--- config.mk ---
export PLATFORM = sky130hd
export DESIGN_NAME = decode_stage_flat
export DESIGN_NICKNAME = d
export VERILOG_FILES = /design/src/rtl/decode_stage_if.sv /design/src/rtl/decode_stage.sv /design/src/flat_wrapper.sv
export SDC_FILE = /design/constraint.sdc
export NUM_CORES = 2
export LEC_CHECK = 0
export CORE_ASPECT_RATIO = 2
export CORE_UTILIZATION = 25
export DETAILED_ROUTE_END_ITERATION = 6
export GPL_TIMING_DRIVEN = 0
export PLACE_DENSITY = 0.48
export SLEW_MARGIN = 20
export SYNTH_ARGS = -nofsm -noshare
export SYNTH_HDL_FRONTEND = slang
export SYNTH_SLANG_ARGS = --single-unit
--- constraint.sdc ---
create_clock -name clk_i -period 4.91 [get_ports clk_i]
set_input_delay 0.491 -clock clk_i [delete_from_list [all_inputs] [get_ports clk_i]]
set_output_delay 0.491 -clock clk_i [all_outputs]
set_load 0.01 [all_outputs]
--- src/rtl/decode_stage_if.sv ---
// Fetch-to-execute decode bus: fetch handshake, writeback port, flush and decoded bundle.
// The slave modport is the decode stage; the master modport is the surrounding pipeline.
interface decode_stage_if #(parameter int XLEN = 32);
    logic            in_valid_i;
    logic            in_ready_o;
    logic [31:0]     instruction_i;
    logic [XLEN-1:0] pc_i;
    logic            wb_en_i;
    logic [4:0]      wb_addr_i;
    logic [XLEN-1:0] wb_data_i;
    logic            flush_i;
    logic            out_valid_o;
    logic            out_ready_i;
    logic [3:0]      alu_ctrl_o;
    logic [XLEN-1:0] op1_o;
    logic [XLEN-1:0] op2_o;
    logic [XLEN-1:0] rs2_data_o;
    logic [4:0]      rd_o;
    logic            reg_wr_o;
    logic            mem_en_o;
    logic            mem_wr_o;
    logic            branch_en_o;
    logic [XLEN-1:0] pc_target_o;
    logic            illegal_o;

    modport slave (
        input  in_valid_i, instruction_i, pc_i, wb_en_i, wb_addr_i, wb_data_i, flush_i, out_ready_i,
        output in_ready_o, out_valid_o, alu_ctrl_o, op1_o, op2_o, rs2_data_o, rd_o, reg_wr_o,
               mem_en_o, mem_wr_o, branch_en_o, pc_target_o, illegal_o
    );
    modport master (
        output in_valid_i, instruction_i, pc_i, wb_en_i, wb_addr_i, wb_data_i, flush_i, out_ready_i,
        input  in_ready_o, out_valid_o, alu_ctrl_o, op1_o, op2_o, rs2_data_o, rd_o, reg_wr_o,
               mem_en_o, mem_wr_o, branch_en_o, pc_target_o, illegal_o
    );
endinterface

--- src/rtl/decode_stage.sv ---
// RV32I/RV32E decode stage: register file with writeback bypass, instruction decode,
// branch resolution and a single registered output bundle with valid/ready handshake.
module decode_stage #(
    parameter int XLEN  = 32,
    parameter int NREGS = 32
) (
    input logic           clk_i,
    input logic           reset_ni,
    decode_stage_if.slave bus
);
    localparam int AW = (NREGS > 1) ? $clog2(NREGS) : 1;

    localparam logic [3:0] ALU_ADD = 4'd0, ALU_SUB = 4'd1, ALU_SLL = 4'd2, ALU_SLT = 4'd3,
                           ALU_SLTU = 4'd4, ALU_XOR = 4'd5, ALU_SRL = 4'd6, ALU_SRA = 4'd7,
                           ALU_OR = 4'd8, ALU_AND = 4'd9, ALU_PASSB = 4'd10;
    localparam logic [6:0] OP_R = 7'h33, OP_IMM = 7'h13, OP_LOAD = 7'h03, OP_STORE = 7'h23,
                           OP_LUI = 7'h37, OP_AUIPC = 7'h17, OP_JAL = 7'h6f, OP_JALR = 7'h67,
                           OP_BR = 7'h63;

    function automatic logic [3:0] alu_f3(input logic [2:0] f3, input logic alt);
        case (f3)
            3'b000:  return alt ? ALU_SUB : ALU_ADD;
            3'b001:  return ALU_SLL;
            3'b010:  return ALU_SLT;
            3'b011:  return ALU_SLTU;
            3'b100:  return ALU_XOR;
            3'b101:  return alt ? ALU_SRA : ALU_SRL;
            3'b110:  return ALU_OR;
            default: return ALU_AND;
        endcase
    endfunction

    logic [XLEN-1:0] rf_q [NREGS];

    logic [31:0] ins;
    logic [6:0]  opc, f7;
    logic [2:0]  f3;
    logic [4:0]  rd_f, rs1_f, rs2_f;
    assign ins   = bus.instruction_i;
    assign opc   = ins[6:0];
    assign rd_f  = ins[11:7];
    assign f3    = ins[14:12];
    assign rs1_f = ins[19:15];
    assign rs2_f = ins[24:20];
    assign f7    = ins[31:25];

    // Immediates built at 32 bits as signed values, then sign-extended to XLEN by the cast.
    logic signed [31:0] imm_i32, imm_s32, imm_b32, imm_u32, imm_j32;
    assign imm_i32 = {{20{ins[31]}}, ins[31:20]};
    assign imm_s32 = {{20{ins[31]}}, ins[31:25], ins[11:7]};
    assign imm_b32 = {{19{ins[31]}}, ins[31], ins[7], ins[30:25], ins[11:8], 1'b0};
    assign imm_u32 = {ins[31:12], 12'b0};
    assign imm_j32 = {{11{ins[31]}}, ins[31], ins[19:12], ins[20], ins[30:21], 1'b0};

    logic [XLEN-1:0] imm_i, imm_s, imm_b, imm_u, imm_j, shamt;
    assign imm_i = XLEN'(imm_i32);
    assign imm_s = XLEN'(imm_s32);
    assign imm_b = XLEN'(imm_b32);
    assign imm_u = XLEN'(imm_u32);
    assign imm_j = XLEN'(imm_j32);
    assign shamt = XLEN'(rs2_f);

    // Read port: x0 is hard zero, a same-cycle writeback is forwarded ahead of the array.
    function automatic logic [XLEN-1:0] rd_reg(input logic [4:0] idx, input logic [XLEN-1:0] arr);
        if (idx == 5'd0 || 32'(idx) >= NREGS) return '0;
        if (bus.wb_en_i && bus.wb_addr_i == idx) return bus.wb_data_i;
        return arr;
    endfunction

    logic [XLEN-1:0] rs1_val, rs2_val;
    assign rs1_val = rd_reg(rs1_f, rf_q[rs1_f[AW-1:0]]);
    assign rs2_val = rd_reg(rs2_f, rf_q[rs2_f[AW-1:0]]);

    always_ff @(posedge clk_i or negedge reset_ni) begin
        if (!reset_ni) begin
            for (int i = 0; i < NREGS; i++) rf_q[i] <= '0;
        end else if (bus.wb_en_i && bus.wb_addr_i != 5'd0 && 32'(bus.wb_addr_i) < NREGS) begin
            rf_q[bus.wb_addr_i[AW-1:0]] <= bus.wb_data_i;
        end
    end

    logic [3:0]      alu_d, alu_q;
    logic [XLEN-1:0] op1_d, op1_q, op2_d, op2_q, tgt_d, tgt_q, rs2d_q;
    logic [4:0]      rd_q;
    logic            reg_wr_d, reg_wr_q, mem_en_d, mem_en_q, mem_wr_d, mem_wr_q;
    logic            br_d, br_q, ill_d, ill_q, taken;
    logic            use_rd, use_rs1, use_rs2;

    always_comb begin
        case (f3)
            3'b000:  taken = (rs1_val == rs2_val);
            3'b001:  taken = (rs1_val != rs2_val);
            3'b100:  taken = ($signed(rs1_val) <  $signed(rs2_val));
            3'b101:  taken = ($signed(rs1_val) >= $signed(rs2_val));
            3'b110:  taken = (rs1_val <  rs2_val);
            default: taken = (rs1_val >= rs2_val);
        endcase
    end

    always_comb begin
        alu_d = ALU_ADD;  op1_d = rs1_val;  op2_d = imm_i;  tgt_d = bus.pc_i + imm_b;
        reg_wr_d = 1'b0;  mem_en_d = 1'b0;  mem_wr_d = 1'b0;  br_d = 1'b0;  ill_d = 1'b0;
        use_rd = 1'b0;    use_rs1 = 1'b0;   use_rs2 = 1'b0;
        case (opc)
            OP_R: begin
                {use_rd, use_rs1, use_rs2} = 3'b111;
                op2_d = rs2_val;  reg_wr_d = 1'b1;
                alu_d = alu_f3(f3, f7[5]);
                ill_d = !(f7 == 7'h00 || (f7 == 7'h20 && (f3 == 3'b000 || f3 == 3'b101)));
            end
            OP_IMM: begin
                {use_rd, use_rs1} = 2'b11;  reg_wr_d = 1'b1;
                if (f3 == 3'b001 || f3 == 3'b101) begin
                    op2_d = shamt;
                    alu_d = alu_f3(f3, f3 == 3'b101 && f7[5]);
                    ill_d = !(f7 == 7'h00 || (f3 == 3'b101 && f7 == 7'h20));
                end else begin
                    alu_d = alu_f3(f3, 1'b0);
                end
            end
            OP_LOAD: begin
                {use_rd, use_rs1} = 2'b11;  mem_en_d = 1'b1;  reg_wr_d = 1'b1;
                ill_d = (f3 == 3'b011 || f3[2:1] == 2'b11);
            end
            OP_STORE: begin
                {use_rs1, use_rs2} = 2'b11;  op2_d = imm_s;  mem_en_d = 1'b1;  mem_wr_d = 1'b1;
                ill_d = (f3[2] || f3 == 3'b011);
            end
            OP_LUI:   begin use_rd = 1'b1; op1_d = '0; op2_d = imm_u; alu_d = ALU_PASSB; reg_wr_d = 1'b1; end
            OP_AUIPC: begin use_rd = 1'b1; op1_d = bus.pc_i; op2_d = imm_u; reg_wr_d = 1'b1; end
            OP_JAL: begin
                use_rd = 1'b1;  op1_d = bus.pc_i;  op2_d = XLEN'(4);
                reg_wr_d = 1'b1;  br_d = 1'b1;  tgt_d = bus.pc_i + imm_j;
            end
            OP_JALR: begin
                {use_rd, use_rs1} = 2'b11;  op1_d = bus.pc_i;  op2_d = XLEN'(4);
                reg_wr_d = 1'b1;  br_d = 1'b1;  tgt_d = (rs1_val + imm_i) & ~XLEN'(1);
                ill_d = (f3 != 3'b000);
            end
            OP_BR: begin
                {use_rs1, use_rs2} = 2'b11;  op2_d = rs2_val;  br_d = taken;
                ill_d = (f3[2:1] == 2'b01);
            end
            default: ill_d = 1'b1;
        endcase
        // RV32E: any referenced register beyond the implemented file is illegal.
        if ((use_rd && 32'(rd_f) >= NREGS) || (use_rs1 && 32'(rs1_f) >= NREGS) ||
            (use_rs2 && 32'(rs2_f) >= NREGS))
            ill_d = 1'b1;
        if (ill_d) begin
            reg_wr_d = 1'b0;  mem_en_d = 1'b0;  mem_wr_d = 1'b0;  br_d = 1'b0;
        end
    end

    logic vld_q, vld_d, accept;
    assign bus.in_ready_o = !vld_q || bus.out_ready_i;
    assign accept = bus.in_valid_i && bus.in_ready_o && !bus.flush_i;

    always_comb begin
        vld_d = vld_q;
        if (bus.flush_i)          vld_d = 1'b0;
        else if (accept)          vld_d = 1'b1;
        else if (bus.out_ready_i) vld_d = 1'b0;
    end

    always_ff @(posedge clk_i or negedge reset_ni) begin
        if (!reset_ni) begin
            vld_q <= 1'b0;  alu_q <= '0;  op1_q <= '0;  op2_q <= '0;  rs2d_q <= '0;  rd_q <= '0;
            reg_wr_q <= 1'b0;  mem_en_q <= 1'b0;  mem_wr_q <= 1'b0;  br_q <= 1'b0;
            tgt_q <= '0;  ill_q <= 1'b0;
        end else begin
            vld_q <= vld_d;
            if (accept) begin
                alu_q <= alu_d;  op1_q <= op1_d;  op2_q <= op2_d;  rs2d_q <= rs2_val;  rd_q <= rd_f;
                reg_wr_q <= reg_wr_d;  mem_en_q <= mem_en_d;  mem_wr_q <= mem_wr_d;  br_q <= br_d;
                tgt_q <= tgt_d;  ill_q <= ill_d;
            end
        end
    end

    assign bus.out_valid_o = vld_q;
    assign bus.alu_ctrl_o  = alu_q;
    assign bus.op1_o       = op1_q;
    assign bus.op2_o       = op2_q;
    assign bus.rs2_data_o  = rs2d_q;
    assign bus.rd_o        = rd_q;
    assign bus.reg_wr_o    = reg_wr_q;
    assign bus.mem_en_o    = mem_en_q;
    assign bus.mem_wr_o    = mem_wr_q;
    assign bus.branch_en_o = br_q;
    assign bus.pc_target_o = tgt_q;
    assign bus.illegal_o   = ill_q;
endmodule

--- src/flat_wrapper.sv ---
// flat-port wrapper written by rule: the top's interface ports become plain ports
module decode_stage_flat 
#(
    parameter int XLEN  = 32,
    parameter int NREGS = 32
)
  (clk_i, reset_ni, bus_in_valid_i, bus_instruction_i, bus_pc_i, bus_wb_en_i, bus_wb_addr_i, bus_wb_data_i, bus_flush_i, bus_out_ready_i, bus_in_ready_o, bus_out_valid_o, bus_alu_ctrl_o, bus_op1_o, bus_op2_o, bus_rs2_data_o, bus_rd_o, bus_reg_wr_o, bus_mem_en_o, bus_mem_wr_o, bus_branch_en_o, bus_pc_target_o, bus_illegal_o);
  decode_stage_if #(.XLEN(XLEN)) bus_i ();
  input logic clk_i;
  input logic reset_ni;
  input wire logic [$bits(bus_i.in_valid_i)-1:0] bus_in_valid_i;
  input wire logic [$bits(bus_i.instruction_i)-1:0] bus_instruction_i;
  input wire logic [$bits(bus_i.pc_i)-1:0] bus_pc_i;
  input wire logic [$bits(bus_i.wb_en_i)-1:0] bus_wb_en_i;
  input wire logic [$bits(bus_i.wb_addr_i)-1:0] bus_wb_addr_i;
  input wire logic [$bits(bus_i.wb_data_i)-1:0] bus_wb_data_i;
  input wire logic [$bits(bus_i.flush_i)-1:0] bus_flush_i;
  input wire logic [$bits(bus_i.out_ready_i)-1:0] bus_out_ready_i;
  output wire logic [$bits(bus_i.in_ready_o)-1:0] bus_in_ready_o;
  output wire logic [$bits(bus_i.out_valid_o)-1:0] bus_out_valid_o;
  output wire logic [$bits(bus_i.alu_ctrl_o)-1:0] bus_alu_ctrl_o;
  output wire logic [$bits(bus_i.op1_o)-1:0] bus_op1_o;
  output wire logic [$bits(bus_i.op2_o)-1:0] bus_op2_o;
  output wire logic [$bits(bus_i.rs2_data_o)-1:0] bus_rs2_data_o;
  output wire logic [$bits(bus_i.rd_o)-1:0] bus_rd_o;
  output wire logic [$bits(bus_i.reg_wr_o)-1:0] bus_reg_wr_o;
  output wire logic [$bits(bus_i.mem_en_o)-1:0] bus_mem_en_o;
  output wire logic [$bits(bus_i.mem_wr_o)-1:0] bus_mem_wr_o;
  output wire logic [$bits(bus_i.branch_en_o)-1:0] bus_branch_en_o;
  output wire logic [$bits(bus_i.pc_target_o)-1:0] bus_pc_target_o;
  output wire logic [$bits(bus_i.illegal_o)-1:0] bus_illegal_o;
  assign bus_i.in_valid_i = bus_in_valid_i;
  assign bus_i.instruction_i = bus_instruction_i;
  assign bus_i.pc_i = bus_pc_i;
  assign bus_i.wb_en_i = bus_wb_en_i;
  assign bus_i.wb_addr_i = bus_wb_addr_i;
  assign bus_i.wb_data_i = bus_wb_data_i;
  assign bus_i.flush_i = bus_flush_i;
  assign bus_i.out_ready_i = bus_out_ready_i;
  assign bus_in_ready_o = bus_i.in_ready_o;
  assign bus_out_valid_o = bus_i.out_valid_o;
  assign bus_alu_ctrl_o = bus_i.alu_ctrl_o;
  assign bus_op1_o = bus_i.op1_o;
  assign bus_op2_o = bus_i.op2_o;
  assign bus_rs2_data_o = bus_i.rs2_data_o;
  assign bus_rd_o = bus_i.rd_o;
  assign bus_reg_wr_o = bus_i.reg_wr_o;
  assign bus_mem_en_o = bus_i.mem_en_o;
  assign bus_mem_wr_o = bus_i.mem_wr_o;
  assign bus_branch_en_o = bus_i.branch_en_o;
  assign bus_pc_target_o = bus_i.pc_target_o;
  assign bus_illegal_o = bus_i.illegal_o;
  decode_stage #(.XLEN(XLEN), .NREGS(NREGS)) u_core (.clk_i(clk_i), .reset_ni(reset_ni), .bus(bus_i));
endmodule
Yosys cells after proc, flatten, opt, wreduce, memory -nomap -nowiden:

Index checks and enable logic that the tools add are counted.

* output and inout bits: 144
* bits in registers: 1167
* logic and storage cells: 164
* input bits: 107

* reductions and logical operators: 34
* equality and inequality tests: 22
* multiplexer cells: 50
* magnitude comparators: 8
* bitwise logic cells: 3
* $add $sub $neg: 3

Operators with widths (number)
* $bwmux 1024: 1
* $mux 32: 14
* $bmux 32 s5: 2
* $demux 32 s5: 1
* $pmux 32 s5: 1
* $pmux 32 s2: 2
* $add 32x32->32: 3
* $pmux 4 s7: 3
* $ge 32x32->1: 2
* $lt 32x32->1: 2
* $eq 32x32->1: 1
* $ne 32x32->1: 1
* $eq 7x6->1 const B: 4
* $eq 7x7->1 const B: 3
* $mux 1: 21
* $ge 6x6->1 const B: 3
* $not 5->6: 3
* $eq 7x5->1 const B: 2
* $pmux 4 s3: 1
* $eq 5x5->1: 2
* $logic_not 5->1: 2
* $eq 3x3->1 const B: 3
* $logic_and 1x1->1: 9
* $reduce_or 2->1: 4
* other kinds (18): 30

Depth between registers and ports, before layout:

* depth after elaboration: 10
* gate-level depth with buffers: 21
* gate-level depth less buffers: 19

Worst setup path before layout:

No wires, ideal clock.

* path type: input to register
* start point: input port bus_instruction_i[15]
* end point: register u_core.br_q (netlist: u_core.bus.branch_en_o)
* data required time: 4.784 ns
* slack: -0.535 ns
* arrival: 5.319 ns
* cell stages on the path: 17
* path buffers: 4
* setup time: 0.126 ns
* cells stage by stage: buf_4 -> buf_6 -> clkbuf_1 -> buf_2 -> mux4_2 -> mux4_2 -> mux2i_1 -> a211oi_1 -> ha_1 -> nand4_1 -> or4_1 -> or4_1 -> or3_4 -> xnor2_1 -> nor3_1 -> a2111oi_4 -> a221o_1

* cells in the longest elaborated chain, start to end: 10
* elaborated cells on any way between the ends: 22
* those cells by class: 4 x order compare; 3 x eq/ne; 12 x mux; 1 x bitwise; 2 x reduce/logical

RTL lines
* start: declaration: RTL line flat_wrapper.sv:12 `input wire logic [$bits(bus_i.instruction_i)-1:0] bus_instruction_i;`
* $not 5->6 (not written as such) or $eq 5x5->1 (tied branches): RTL line decode_stage.sv:71, decode_stage.sv:66
* $bmux 32 s5 or $logic_and 1x1->1 (tied branches): RTL line decode_stage.sv:71, decode_stage.sv:66
* $mux 32 (not written as such) or $mux 1 (tied branches) (2 in a row): RTL line decode_stage.sv:71, decode_stage.sv:66
* $mux 32: RTL line decode_stage.sv:67 `return arr;`
* $mux 32 *: RTL line decode_stage.sv:66 `if (bus.wb_en_i && bus.wb_addr_i == idx) return bus.wb_data_i;`
* $ge 32x32->1, or another cell as far along: RTL line decode_stage.sv:96 `default: taken = (rs1_val >= rs2_val);`
* $pmux 1 s5 *: RTL line decode_stage.sv:90 `case (f3)`
* $pmux 1 s2 *: RTL line decode_stage.sv:104 `case (opc)`
* $mux 1 *: RTL line decode_stage.sv:150 `if (ill_d) begin`
* end signal: assignment: RTL line decode_stage.sv:175 `reg_wr_q <= reg_wr_d; mem_en_q <= mem_en_d; mem_wr_q <= mem_wr_d; br_q <= br_d;`
* end: declaration: RTL line decode_stage.sv:86 `logic br_d, br_q, ill_d, ill_q, taken;`

Every way passes the cells marked *; elsewhere a longest branch is shown, timed or not. The select of a mux whose other input is x is not followed.
A chain may end at the register's enable or synchronous reset.

Worst setup path in the final report:

* start point: input port bus_instruction_i[17]
* end point: register u_core.br_q (netlist: u_core.bus.branch_en_o)

Same word-level chain as after synthesis.

==> out/results.txt <==
dpl ws: -4.11 ns
CTS tree: done
skew final: 0.0613 ns
first drt pass iteration count: 7
htree depth: 3
Netlist cell types: 77
worst-path cell chain: clkbuf_2 > buf_2 > clkbuf_2 > buf_12 > mux4_2 > mux2i_4 > a211oi_4 > buf_6 > ha_4 > nand4_1 > or4_4 > or4_4 > or3_4 > xnor2_2 > nor3_2 > a2111oi_4 > a221o_1
Post-DRT Antenna Nets: 0
port bufs: 241
CP max stage delay: 0.61 ns
clock buffer count from CTS: 107
worst path required time: 5.57 ns
first-pass GRT wire length: 447000 um
final wirelength: 334000 um
fin crit share: 102%
FF+latch count, synth: 1167
failing checks: setup timing
Top FF cell, synth: dfrtp_1
min-delay worst type: in2reg
Mapped Cells: 4619
Worst Path Max Fanout: 10
io pins: 251
Hold Startpoint: bus_instruction_i[22]
Die ar.: 262000 um^2
Vias/cell: 5.53
FF-to-FF Start: u_core.rf_q[752]$_DFFE_PN0P_
# DRC: 0
die width: 362 um
Final HPWL DP: 244000 um
FILL cells: 25700
hold path depth: 3
reg2reg path depth: 14
Post-synth EDFFs: 0
warnings from Yosys: 0
vias: 48500
unrepaired setup endpoints after global routing: yes
FF-to-FF End: u_core.bus.branch_en_o$_DFFE_PN0P_
fraction of layout cells with a size suffix above 1: 45.5%
Worst Setup End Kind: flip-flop
Final Non-Filler Cells: 8771
slowest CP cell: or4_4
leakage power: 34.0 nW
critical path class: in2reg
clock slew at reported path FFs: 0.07 ns
placer congestion estimate: 0.952
vias in the first global route: 50400
Hold Path Sink: u_core.bus.op2_o[22]$_DFFE_PN0P_
initial antenna violation count: 20
async set or reset register ratio after synthesis: 100%
Site Rows: 264
largest net degree at the start of global routing: 137
Post-Syn Nets: 4820
status: finished, violations left
Max-slew headroom: 13.6%
core region area: 258000 um^2
Netlist Area Pre-Place: 64900 um^2
CTS sink cnt: 1167
Max IR drop VDD: 0.285 mV
Power Density: 396 nW/um^2
fmax: 0.200 GHz
sequential area share after synthesis: 45.0%
Total GRT Usage: 25.3%
Setup WS post-layout: -0.0963 ns
R2R setup slack: -0.01 ns
max-cap check violation count: 0
Root Driver: clkbuf_16
CP Launch Point: bus_instruction_i[17]
total global routing overflow: 0
die height: 723 um
Clock Tree Buf Depth: 3
Max Slew Vio Count: 0
Mean Syn Cell Area: 14.1 um^2
Period minus WS final: 5.01 ns
Setup Viol. Count Final: 1
WL/cell: 38.1 um
critical path data arrival time: 5.66 ns
final hold viol count: 0
clock latency on the worst-skew pair: 0.78 ns
measured slew at the worst slew-check pin: 1.29 ns
First DRT Iteration DRCs: 4557
placed cells: 8378
critical path launch point type: primary input
Initial Utilization: 25.1%
Final nets: 5409
area delta synth->final: 26.1%
-- flip-flops by register name (all words and copies together) (netlist names) --
register / flops
u_core.bus.alu_ctrl_o: 4
u_core.bus.branch_en_o: 1
u_core.bus.illegal_o: 1
u_core.bus.mem_en_o: 1
u_core.bus.mem_wr_o: 1
u_core.bus.op1_o: 32
u_core.bus.op2_o: 32
u_core.bus.out_valid_o: 1
u_core.bus.pc_target_o: 32
u_core.bus.rd_o: 5
u_core.bus.reg_wr_o: 1
u_core.bus.rs2_data_o: 32
u_core.rf_q: 1024
-- repair_timing --
action / 4_1_cts / 5_1_grt
hold endpoints to repair: 71 / 0
hold buffers: 1 / 0
endpoints found under the setup margin: 42 / 12
pin swaps: 24 / 24
cloned: 3 / 1
buffers inserted: 98 / 78
resized for setup: 487 / 117
-- critical path: cells and delay by family --
family / cells / cell delay [ns]
and+or+nand+nor: 5 / 1.82
buffers and inverters: 5 / 1.48
AOI/OAI and AO/OA: 3 / 0.54
muxes: 2 / 0.82
adders and majority gates: 1 / 0.27
xor gates and xnor gates: 1 / 0.16
-- worst max path at each step --
stage,endpoint,slack [ns]
6_report,u_core.bus.branch_en_o$_DFFE_PN0P_,-0.1
5_1_grt,u_core.bus.branch_en_o$_DFFE_PN0P_,-0.05
4_1_cts,u_core.bus.branch_en_o$_DFFE_PN0P_,-0.009
3_5_place_dp,u_core.bus.branch_en_o$_DFFE_PN0P_,-4.11
3_3_place_gp,u_core.rf_q[810]$_DFFE_PN0P_,-52.08
2_1_floorplan,u_core.bus.branch_en_o$_DFFE_PN0P_,-0.15
-- synthesized netlist by cell type, types with 8 or more instances --
master / number / share of area [%]
o21a_1: 10 / 0.12
a21o_1: 48 / 0.55
nor2_1: 240 / 1.4
xnor2_1: 32 / 0.43
nand3_1: 20 / 0.15
dfrtp_1: 1167 / 45
a221oi_1: 41 / 0.55
mux2_2: 942 / 16
mux4_2: 638 / 22
a211oi_1: 68 / 0.79
nand4_1: 19 / 0.18
nor3_1: 24 / 0.18
o21ai_1: 35 / 0.27
nand2_1: 206 / 1.2
nor4_1: 10 / 0.096
xor2_1: 26 / 0.35
inv_1: 57 / 0.33
o21bai_1: 8 / 0.092
nor2b_1: 15 / 0.14
a31oi_1: 32 / 0.31
clkbuf_1: 361 / 2.1
buf_1: 57 / 0.33
nand2b_1: 15 / 0.14
o21ai_0: 92 / 0.71
a21oi_1: 93 / 0.72
mux2i_1: 71 / 1.1
buf_2: 51 / 0.39
mux2_1: 36 / 0.62
ha_1: 92 / 1.8
-- layout make-up --
| cell class | instances | area (um^2) | area share, % |
|---|---|---|---|
| inverter | 57 | 216 | 0.264 |
| multi-input combinational | 2922 | 34900 | 42.6 |
| clock inverter | 46 | 656 | 0.800 |
| sequential | 1167 | 29200 | 35.7 |
| clock buffer | 156 | 3130 | 3.82 |
| antenna | 12 | 30.0 | 0.0367 |
| buffer | 472 | 4070 | 4.97 |
| timing repair buffer | 481 | 5420 | 6.62 |
| tap | 3458 | 4330 | 5.28 |
-- metal layers --
metal / global-route usage (%) / wire length [um] / vias to the layer above
li1: - / - / 18800
met1: 24.2 / 104000 / 25800
met2: 43.4 / 165000 / 2566
met3: 5.47 / 22300 / 1205
met4: 26.3 / 42900 / 22
met5: 0 / 128 / -
-- kinds of logic (layout without fill, tap and decap cells) --
| group | Yosys count | after routing | synth area share, % |
|---|---|---|---|
| and+or+nand+nor | 590 | 590 | 3.96 |
| other | 0 | 12 | 0 |
| DFF | 1167 | 1167 | 45.0 |
| muxes | 1687 | 1687 | 40.2 |
| AOI/OAI and AO/OA | 492 | 492 | 5.05 |
| adders and majority gates | 94 | 94 | 1.83 |
| buffers and inverters | 530 | 1212 | 3.20 |
| xor gates and xnor gates | 59 | 59 | 0.807 |
-- stage by stage --
stage	util (%)	power, W	hold WS, ns	setup TNS, ns	cell area, um^2
after floorplan	-	0.0179	0.195	-0.149	65100
after global placement	27.8	0.0216	0.452	-	71900
after detailed placement	28.5	0.0220	0.400	-97.10	73500
after CTS	31.2	0.0321	0.175	-0.00895	80700
after global routing	31.7	0.0334	0.170	-0.0769	81900
final	31.7	0.0325	0.164	-0.0963	81900
-- layout by cell type, fill, tap and decap left out, types with 18 or more instances in the layout --
cell type / synthesis / final
o21ai_1: 35 / 36
a21o_1: 48 / 48
nand4_1: 19 / 19
mux2_1: 36 / 36
mux4_2: 638 / 638
nand2_1: 206 / 204
mux2_2: 942 / 942
nand3_1: 20 / 19
inv_1: 57 / 50
nor3_1: 24 / 21
a21oi_1: 93 / 89
clkbuf_4: 0 / 18
a211oi_4: 0 / 32
xor2_1: 26 / 24
ha_1: 92 / 87
buf_16: 0 / 43
clkbuf_16: 0 / 147
clkbuf_8: 0 / 41
a221oi_1: 41 / 41
buf_4: 2 / 154
mux2i_4: 0 / 26
clkdlybuf4s50_1: 0 / 230
buf_12: 0 / 74
buf_2: 51 / 40
nor2_1: 240 / 234
clkinv_2: 0 / 20
clkbuf_2: 0 / 61
a31oi_1: 32 / 30
a211oi_2: 1 / 21
o21ai_0: 92 / 89
dfrtp_1: 1167 / 1167
xnor2_1: 32 / 31
mux2i_1: 71 / 29
clkbuf_1: 361 / 244
buf_6: 2 / 31
-- power breakdown --
group / internal [W] / total, W / switching [W]
Sequential: 0.0114 / 0.0129 / 0.00141
Combinational: 0.00523 / 0.0102 / 0.00492
Clock: 0.00515 / 0.00945 / 0.00430
Note: power is estimated with default switching activity, not from simulation.
